[src/rtl/cd_pkg.sv]
// Shared constants for the peripheral clock divider: config addresses,
// base half-periods and counter widths.
package cd_pkg;

    localparam logic [3:0] CD_ADDR_UART = 4'h4;
    localparam logic [3:0] CD_ADDR_LM   = 4'h8;

    localparam int unsigned UART_BASE = 16;
    localparam int unsigned LM_BASE   = 4;

    // Counter widths hold HALF-1 at the slowest selectable rate.
    localparam int unsigned UART_CW = 11;
    localparam int unsigned LM_CW   = 5;

    function automatic logic [UART_CW:0] uart_half(input logic [2:0] sel);
        return (UART_CW + 1)'(UART_BASE) << sel;
    endfunction

    function automatic logic [LM_CW:0] lm_half(input logic [1:0] sel);
        return (LM_CW + 1)'(LM_BASE) << sel;
    endfunction

endpackage

[src/rtl/cd_toggle_div.sv]
// Toggle divider: flips q every `half` cycles; restart clears the count
// while holding the output level.
module cd_toggle_div #(
    parameter int unsigned CW = 11
) (
    input  logic        clk,
    input  logic        rst,
    input  logic [CW:0] half,
    input  logic        restart,
    output logic        q
);

    logic [CW-1:0] count;
    logic          at_term;

    assign at_term = ({1'b0, count} == (half - (CW + 1)'(1)));

    // restart has priority, so a rate change on a terminal-count edge does not toggle.
    always_ff @(posedge clk or posedge rst) begin
        if (rst) begin
            count <= '0;
            q     <= 1'b0;
        end else if (restart) begin
            count <= '0;
        end else if (at_term) begin
            count <= '0;
            q     <= ~q;
        end else begin
            count <= count + 1'b1;
        end
    end

endmodule

[src/rtl/cd.sv]
// Peripheral clock divider: configurable UART/LM clocks, fixed debounce
// clock and a registered copy of the external VGA pixel clock.
module cd
    import cd_pkg::*;
#(
    parameter int unsigned DB_HALF = 1024
) (
    input  logic       clk,
    input  logic       rst_n,
    input  logic       clkinVGA,
    input  logic       c_valid,
    input  logic [3:0] c_addr,
    input  logic [7:0] c_data,
    output logic       c_ready,
    output logic       clk_VGA,
    output logic       clk_UART,
    output logic       clk_LM,
    output logic       clk_DB
);

    localparam int unsigned DB_CW = (DB_HALF > 1) ? $clog2(DB_HALF) : 1;

    logic       rst;
    logic       wr;
    logic       uart_chg;
    logic       lm_chg;
    logic [2:0] uart_sel;
    logic [1:0] lm_sel;
    logic       unused_data;

    // rst_n is active-high; the name is kept for compatibility.
    assign rst         = rst_n;
    assign unused_data = ^c_data[7:3];

    assign wr       = c_valid && c_ready;
    assign uart_chg = wr && (c_addr == CD_ADDR_UART) && (c_data[2:0] != uart_sel);
    assign lm_chg   = wr && (c_addr == CD_ADDR_LM) && (c_data[1:0] != lm_sel);

    always_ff @(posedge clk or posedge rst) begin
        if (rst) begin
            c_ready  <= 1'b0;
            uart_sel <= '0;
            lm_sel   <= '0;
            clk_VGA  <= 1'b0;
        end else begin
            c_ready <= 1'b1;
            clk_VGA <= clkinVGA;
            if (wr && (c_addr == CD_ADDR_UART)) begin
                uart_sel <= c_data[2:0];
            end
            if (wr && (c_addr == CD_ADDR_LM)) begin
                lm_sel <= c_data[1:0];
            end
        end
    end

    cd_toggle_div #(.CW(UART_CW)) u_uart_div (
        .clk     (clk),
        .rst     (rst),
        .half    (uart_half(uart_sel)),
        .restart (uart_chg),
        .q       (clk_UART)
    );

    cd_toggle_div #(.CW(LM_CW)) u_lm_div (
        .clk     (clk),
        .rst     (rst),
        .half    (lm_half(lm_sel)),
        .restart (lm_chg),
        .q       (clk_LM)
    );

    cd_toggle_div #(.CW(DB_CW)) u_db_div (
        .clk     (clk),
        .rst     (rst),
        .half    ((DB_CW + 1)'(DB_HALF)),
        .restart (1'b0),
        .q       (clk_DB)
    );

endmodule

[config.mk]
export PLATFORM = sky130hd
export DESIGN_NAME = cd
export DESIGN_NICKNAME = d
export VERILOG_FILES = /design/src/rtl/cd_pkg.sv /design/src/rtl/cd_toggle_div.sv /design/src/rtl/cd.sv
export SDC_FILE = /design/constraint.sdc
export NUM_CORES = 1
export LEC_CHECK = 0
export BUFFER_PORTS_ARGS = -buffer_cell sky130_fd_sc_hd__buf_2
export CAP_MARGIN = 20
export CORE_MARGIN = 2
export CORE_UTILIZATION = 52
export DETAILED_ROUTE_END_ITERATION = 8
export HOLD_SLACK_MARGIN = 0.1
export PLACE_DENSITY = 0.8
export REMOVE_ABC_BUFFERS = 1
export SLEW_MARGIN = 30
export SYNTH_ARGS = -nofsm -noshare
export SYNTH_HDL_FRONTEND = slang
export SYNTH_SLANG_ARGS = --single-unit
[constraint.sdc]
create_clock -name clk -period 2.75 [get_ports clk]
set_input_delay 0.275 -clock clk [delete_from_list [all_inputs] [get_ports clk]]
set_output_delay 0.275 -clock clk [all_outputs]
set_load 0.05 [all_outputs]
==> results of run 1 <==
## what timing repair did
| item | CTS | global route |
|---|---|---|
| hold buffers | 2 | 0 |
| hold endpoints to repair | 18 | 0 |
| endpoints found under the setup margin | 0 | 4 |
## cell families after synthesis
logic type / count (synthesis)
flip-flops: 36
buffers and inverters: 9
other: 1
adder cells (fa/ha/maj): 4
XOR/XNOR: 31
multiplexers: 5
AO/OA/AOI/OAI: 12
AND/OR/NAND/NOR: 78
## synthesized netlist by cell type, drive strengths merged (3+ instances only)
cell type	n
clkbuf	3
dfrtp	36
ha	4
inv	4
mux2	5
nand2	11
nand3	12
nand4	5
nor2	26
nor3	4
o211ai	3
o21ai	3
or3	3
xnor2	14
xor2	17
## cell type report
type / count / area, sq um
Sequential cell: 36 / 901
Timing Repair Buffer: 22 / 133
Fill cell: 269 / 1270
Inverter: 4 / 15.0
Clock inverter: 1 / 30.0
Clock buffer: 7 / 65.1
Multi-Input combinational cell: 131 / 917
Tap cell: 46 / 57.6
## power by group through the flow
stage,sequential [uW],combinational (uW),clock [uW]
2_1_floorplan,834,379,0
3_3_place_gp,781,533,0
3_5_place_dp,800,579,0
4_1_cts,792,585,425
5_1_grt,814,640,445
6_report,793,576,416
## routing by layer
metal	part of all wire	track usage	wire length [um]	vias up
li1	-	-	-	653
met5	0	0	0	-
met2	0.52	0.335	1800	37
met4	0.027	0.114	93	0
met1	0.41	0.212	1410	665
met3	0.037	0.0440	128	11
## state kept, by name (all words and copies together) (netlist names)
signal / flops
clk_VGA: 1
lm_sel: 2
uart_sel: 3
u_uart_div.count: 11
u_uart_div.q: 1
c_ready: 1
u_db_div.count: 10
u_lm_div.q: 1
u_lm_div.count: 5
u_db_div.q: 1
## through the flow
stage	std cells	cell area, sq um	hold WS, ns	util	total power [uW]
after floorplan	171	1830	0.306	-	1210
after global placement	237	2000	0.367	0.591	1310
final	247	2120	0.210	0.625	1790
after global routing	247	2120	0.194	0.625	1900
after detailed placement	237	2000	0.384	0.591	1380
after CTS	247	2120	0.192	0.625	1800
## worst paths after layout
kind	from	endpoint	slack, ns	cells past startpoint
min in group asynchronous	rst_n	u_db_div.count[6]	0.56	3
worst min-delay path	c_data[2]	uart_sel[2]	0.21	2
max in group asynchronous	rst_n	uart_sel[1]	1.49	4
worst min register to register	u_lm_div.q	u_lm_div.q	0.48	1
worst max register to register	uart_sel[2]	u_uart_div.count[7]	0.21	7
worst max-delay path	uart_sel[2]	u_uart_div.count[7]	0.21	7
==> results.ini, run 1 <==
[place]
io_buffer_count = 15
dp_slack_ns = 0.141
dp.final_hpwl_um = 2570
gp_congestion = 0.754

[global_routing]
antenna_found_initial = 0
gr-total-overflow = 0
grt_max_degree = 20
grt_pass1_vias = 1433
gr-usage-all-layers = 0.192
grt_pass1_wl_um = 6040

[worst_setup_path]
cp-end-kind = register
critPathMaxStageDelay_ns = 0.53
crit_type = reg -> reg
cp_slowest_cell = or4b_1
cp_data_required_time_ns = 2.97
crit_family = simple AND/OR/NAND/NOR gates
critPathBufInv = 0
crit_path_start_kind = register
cp_cell_sequence = or3_2 -> ha_1 -> or4b_1 -> o211ai_2 -> xor2_2 -> o32ai_4 -> nor2_1
arrival_ns = 2.76
critPathMaxFanout = 10

[timing]
slew_violations = 0
fmax_mhz = 393
layout_setup_ws_ns = 0.208
post-route-period-util = 0.924
max_slew_margin = 0.583
setup_viol = 0
finalCriticalPeriod_ns = 2.54
timing.setup.tns_ns = 0
clock_skew_ns = 0.0122
tightest_slew_ns = 0.624
hold_viol = 0
rsz0062_at_grt = no

[synthesis]
synth_top_area_share = 0.481
netlist_area_sq_um = 1870
synth_top_family_by_area = simple AND/OR/NAND/NOR gates
synth_mux_area_frac = 0.0300
synth-edff-count = 0
yosys_warnings = 0
ys_ff_latch = 36
async_flop_share = 1.00
synthSimpleGateAreaFrac = 0.224
synthCells = 176
ys_types = 44
synthTopCellsByArea = dfrtp_1 48%, xor2_1 7.5%, xnor2_1 6.5%
avgSynthCellArea_sq_um = 10.6
synth-seq-area-share = 0.481
synth_area_leader_cell = dfrtp_1
synth-xor-area-share = 0.149
synth_compound_area_frac = 0.0581
dominantRegCellSynth = dfrtp_1
synthAdderAreaFrac = 0.0267

[cells_and_area]
layout_common_cells = 36 x dfrtp_1, 26 x nor2_1, 16 x xor2_1
syn2layout_area_growth_pct = 13.0
mostFrequentLayoutCell = dfrtp_1
nets = 220
drive_above_1_share = 0.214
n_antenna_cell = 0

[clock_tree]
cts-root-buf = clkbuf_4
clk_latency_ns = 0.34
clk_pin_slew_ns = 0.11
cts_resized = 0
clk_path_buf_depth = 2
cts.sink_count = 36
cts_max_level = 2
post_cts_buffers = 0
tritoncts = built
numCtsBuffers = 5

[detailed_routing]
post-route-drc-count = 0
viasPerCell = 5.53
drt-wirelength-per-cell_um = 13.9
drt-pass1-iter-count = 4
num_vias = 1366
first_iter_violations = 54
antenna_left = 0
routed_wl_um = 3440

[floorplan]
io_pins = 21
die_h_um = 64.0
die_w_um = 64.0
initial_core_util = 0.553
row_count = 21
coreArea_sq_um = 3390
die_area_sq_um = 4100

[job]
max-cap-violations = 0

[power]
p_comb_frac = 0.322
cellPowerDensity_nw_per_um2 = 843
power_frac_seq = 0.444
p_int_uw = 1150
power.leakage_uw = 0.000963
vdd_drop_max_mv = 0.713
p_sw_frac = 0.357
clkPwrFrac = 0.233
switching_power_uw = 638

[min_path]
hold_path_class = in -> reg

[outcome]
status = finished, final reports clean

Power figures use the tool's default switching activity.
==> run 2, diff against run 1 <==
--- a/config.mk
+++ b/config.mk
@@ -8,10 +8,10 @@
 export BUFFER_PORTS_ARGS = -buffer_cell sky130_fd_sc_hd__buf_2
 export CAP_MARGIN = 20
 export CORE_MARGIN = 2
-export CORE_UTILIZATION = 52
+export CORE_UTILIZATION = 57
 export DETAILED_ROUTE_END_ITERATION = 8
 export HOLD_SLACK_MARGIN = 0.1
-export PLACE_DENSITY = 0.8
+export PLACE_DENSITY = 0.83
 export REMOVE_ABC_BUFFERS = 1
 export SLEW_MARGIN = 30
 export SYNTH_ARGS = -nofsm -noshare
==> constraint.sdc (replaced) <==
create_clock -name clk -period 2.55 [get_ports clk]
set_input_delay 0.255 -clock clk [delete_from_list [all_inputs] [get_ports clk]]
set_output_delay 0.255 -clock clk [all_outputs]
set_load 0.05 [all_outputs]
==> run 2 against run 1 <==
Setup slack got worse by 0.12 ns. Cell count rose by 0.81%. Clock power is 4% lower. Clock skew is 0.0020 ns lower. Wire length shrank 0.41%. Count of clock-buffer cells in the layout fell by 1. Critical endpoint is now u_uart_div.count[5]. Critical path type unchanged. Non-clock buffer count up 4.
==> results.ini, run 2 (synthesized netlist as in run 1, its figures left out) <==
[floorplan]
die_area_sq_um = 3760  ; was 4100 sq um
coreArea_sq_um = 3100  ; was 3390 sq um
die_w_um = 61.3  ; was 64.0 um
die_h_um = 61.3  ; was 64.0 um
row_count = 20  ; was 21
initial_core_util = 0.604  ; was 0.553
io_pins = 21  ; unchanged

[clock_tree]
clk_latency_ns = 0.35  ; was 0.34 ns
cts.sink_count = 36  ; unchanged
cts_max_level = 2  ; unchanged
clk_pin_slew_ns = 0.12  ; was 0.11 ns
clk_path_buf_depth = 2  ; unchanged
cts-root-buf = clkbuf_4  ; unchanged
tritoncts = built  ; unchanged
numCtsBuffers = 5  ; unchanged

[worst_setup_path]
crit_type = reg -> reg  ; unchanged
crit_path_start_kind = register  ; unchanged
critPathMaxFanout = 6  ; was 10
cp-end-kind = register  ; unchanged
cp_data_required_time_ns = 2.79  ; was 2.97 ns
rr_worst_depth = 8  ; was 7
arrival_ns = 2.71  ; was 2.76 ns

[timing]
hold_viol = 0  ; unchanged
timing.setup.tns_ns = 0  ; unchanged
clock_skew_ns = 0.0102  ; was 0.0122 ns
max_slew_margin = 0.513  ; was 0.583
hold-worst-slack_ns = 0.160  ; was 0.210 ns
post-route-period-util = 0.967  ; was 0.924
setup_viol = 0  ; unchanged
finalCriticalPeriod_ns = 2.47  ; was 2.54 ns
rsz0062_at_grt = no  ; unchanged
tightest_slew_ns = 0.730  ; was 0.624 ns
slew_violations = 0  ; unchanged
fmax_mhz = 406  ; was 393 MHz

[detailed_routing]
post-route-drc-count = 0  ; unchanged
routed_wl_um = 3420  ; was 3440 um
drt-wirelength-per-cell_um = 13.8  ; was 13.9 um
first_iter_violations = 58  ; was 54
num_vias = 1385  ; was 1366
antenna_left = 0  ; unchanged
viasPerCell = 5.56  ; was 5.53
drt-pass1-iter-count = 4  ; unchanged

[global_routing]
gr-usage-all-layers = 0.218  ; was 0.192
gr-total-overflow = 0  ; unchanged
grt_pass1_vias = 1403  ; was 1433
grt_pass1_wl_um = 5850  ; was 6040 um
grt_max_degree = 21  ; was 20
antenna_found_initial = 0  ; unchanged

[power]
p_int_uw = 1200  ; was 1150 uW
power_frac_seq = 0.449  ; was 0.444
cellPowerDensity_nw_per_um2 = 879  ; was 843 nW/um^2
p_sw_frac = 0.364  ; was 0.357
vdd_drop_max_mv = 0.676  ; was 0.713 mV
power.leakage_uw = 0.000976  ; was 0.000963 uW
clkPwrFrac = 0.213  ; was 0.233
p_comb_frac = 0.338  ; was 0.322
switching_power_uw = 684  ; was 638 uW
finalPower_uw = 1880  ; was 1790 uW

[place]
io_buffer_count = 15  ; unchanged
numPlacedInstances = 238  ; was 237
dp.final_hpwl_um = 2590  ; was 2570 um
gp_congestion = 0.802  ; was 0.754

[cells_and_area]
fin_cells = 249  ; was 247
reg.largest.list = u_uart_div.count (11), u_db_div.count (10), u_lm_div.count (5)  ; unchanged
largest_reg_flops = 11  ; unchanged
nets = 224  ; was 220
layout_common_cells = 36 x dfrtp_1, 26 x nor2_1, 16 x xor2_1  ; unchanged
n_antenna_cell = 0  ; unchanged
syn2layout_area_growth_pct = 14.2  ; was 13.0%
fin_util = 0.690  ; was 0.625
mostFrequentLayoutCell = dfrtp_1  ; unchanged
drive_above_1_share = 0.234  ; was 0.214
largest_register = u_uart_div.count  ; unchanged

[min_path]
hold_path_class = in -> reg  ; unchanged
holdPathStages = 2  ; unchanged

[job]
max-cap-violations = 0  ; unchanged

[outcome]
status = finished, final reports clean  ; unchanged

[run 2: cell types whose count changed in the layout (fill, tap and decap cells not counted), sizes merged]
| cell | before | now |
|---|---|---|
| buf | 20 | 24 |
| clkinv | 0 | 1 |
| clkbuf | 7 | 6 |
[run 2: per-layer routing]
metal | global-route usage | vias up | share of wire
met5 | 0 | - | 0
met4 | 0.112 | 0 | 0.030
met3 | 0.0672 | 11 | 0.031
met2 | 0.381 | 27 | 0.52
met1 | 0.238 | 687 | 0.42
li1 | - | 660 | -
[run 2: metrics by stage]
stage / worst slack (ns) / area [sq um]
floorplan: -0.0569 / 1830
global placement: 0.0748 / 2020
detailed placement: -0.00744 / 2020
CTS: 0.00872 / 2130
global route: 0.00247 / 2140
finish: 0.0848 / 2140
[run 2: area by class of cell]
class	count	area, sq um
clock buffers	6	41.3
repair buffers	26	170
inverters	4	15.0
fillers	255	962
clock inverters	2	35.0
well taps	44	55.1
multi-input cells	131	923
flip-flops and latches	36	901
[run 2: worst paths after layout]
| check | to | from | slack, ns |
|---|---|---|---|
| worst max-delay path | u_uart_div.count[5] | uart_sel[2] | 0.08 |
| worst min-delay path | uart_sel[2] | c_data[2] | 0.16 |
| worst max register to register | u_uart_div.count[5] | uart_sel[2] | 0.08 |
| worst min register to register | u_uart_div.count[0] | u_uart_div.count[0] | 0.45 |
| max in group asynchronous | u_db_div.count[8] | rst_n | 1.28 |
| min in group asynchronous | u_lm_div.q | rst_n | 0.55 |
[run 2: critical path, cell delays in order (launching register included)]
cell and delay, ns:
dfrtp_1 0.42, or3_2 0.49, ha_2 0.21, or4b_4 0.53
o211ai_2 0.11, xor2_2 0.14, o32ai_4 0.26, buf_6 0.16
nor2_1 0.05
[run 2: power groups by stage]
stage | clock network [uW] | logic (uW) | registers, uW
after floorplan | 0 | 409 | 899
after global placement | 0 | 587 | 840
after detailed placement | 0 | 621 | 857
after CTS | 405 | 634 | 845
after global routing | 433 | 705 | 865
final | 400 | 636 | 845
[run 2: timing repair]
action / CTS / global route
pin swaps: 0 / 2
buffers inserted: 1 / 0
hold buffers: 2 / 0
endpoints found under the setup margin: 8 / 11
gates resized for setup: 1 / 3
hold endpoints to repair: 20 / 0
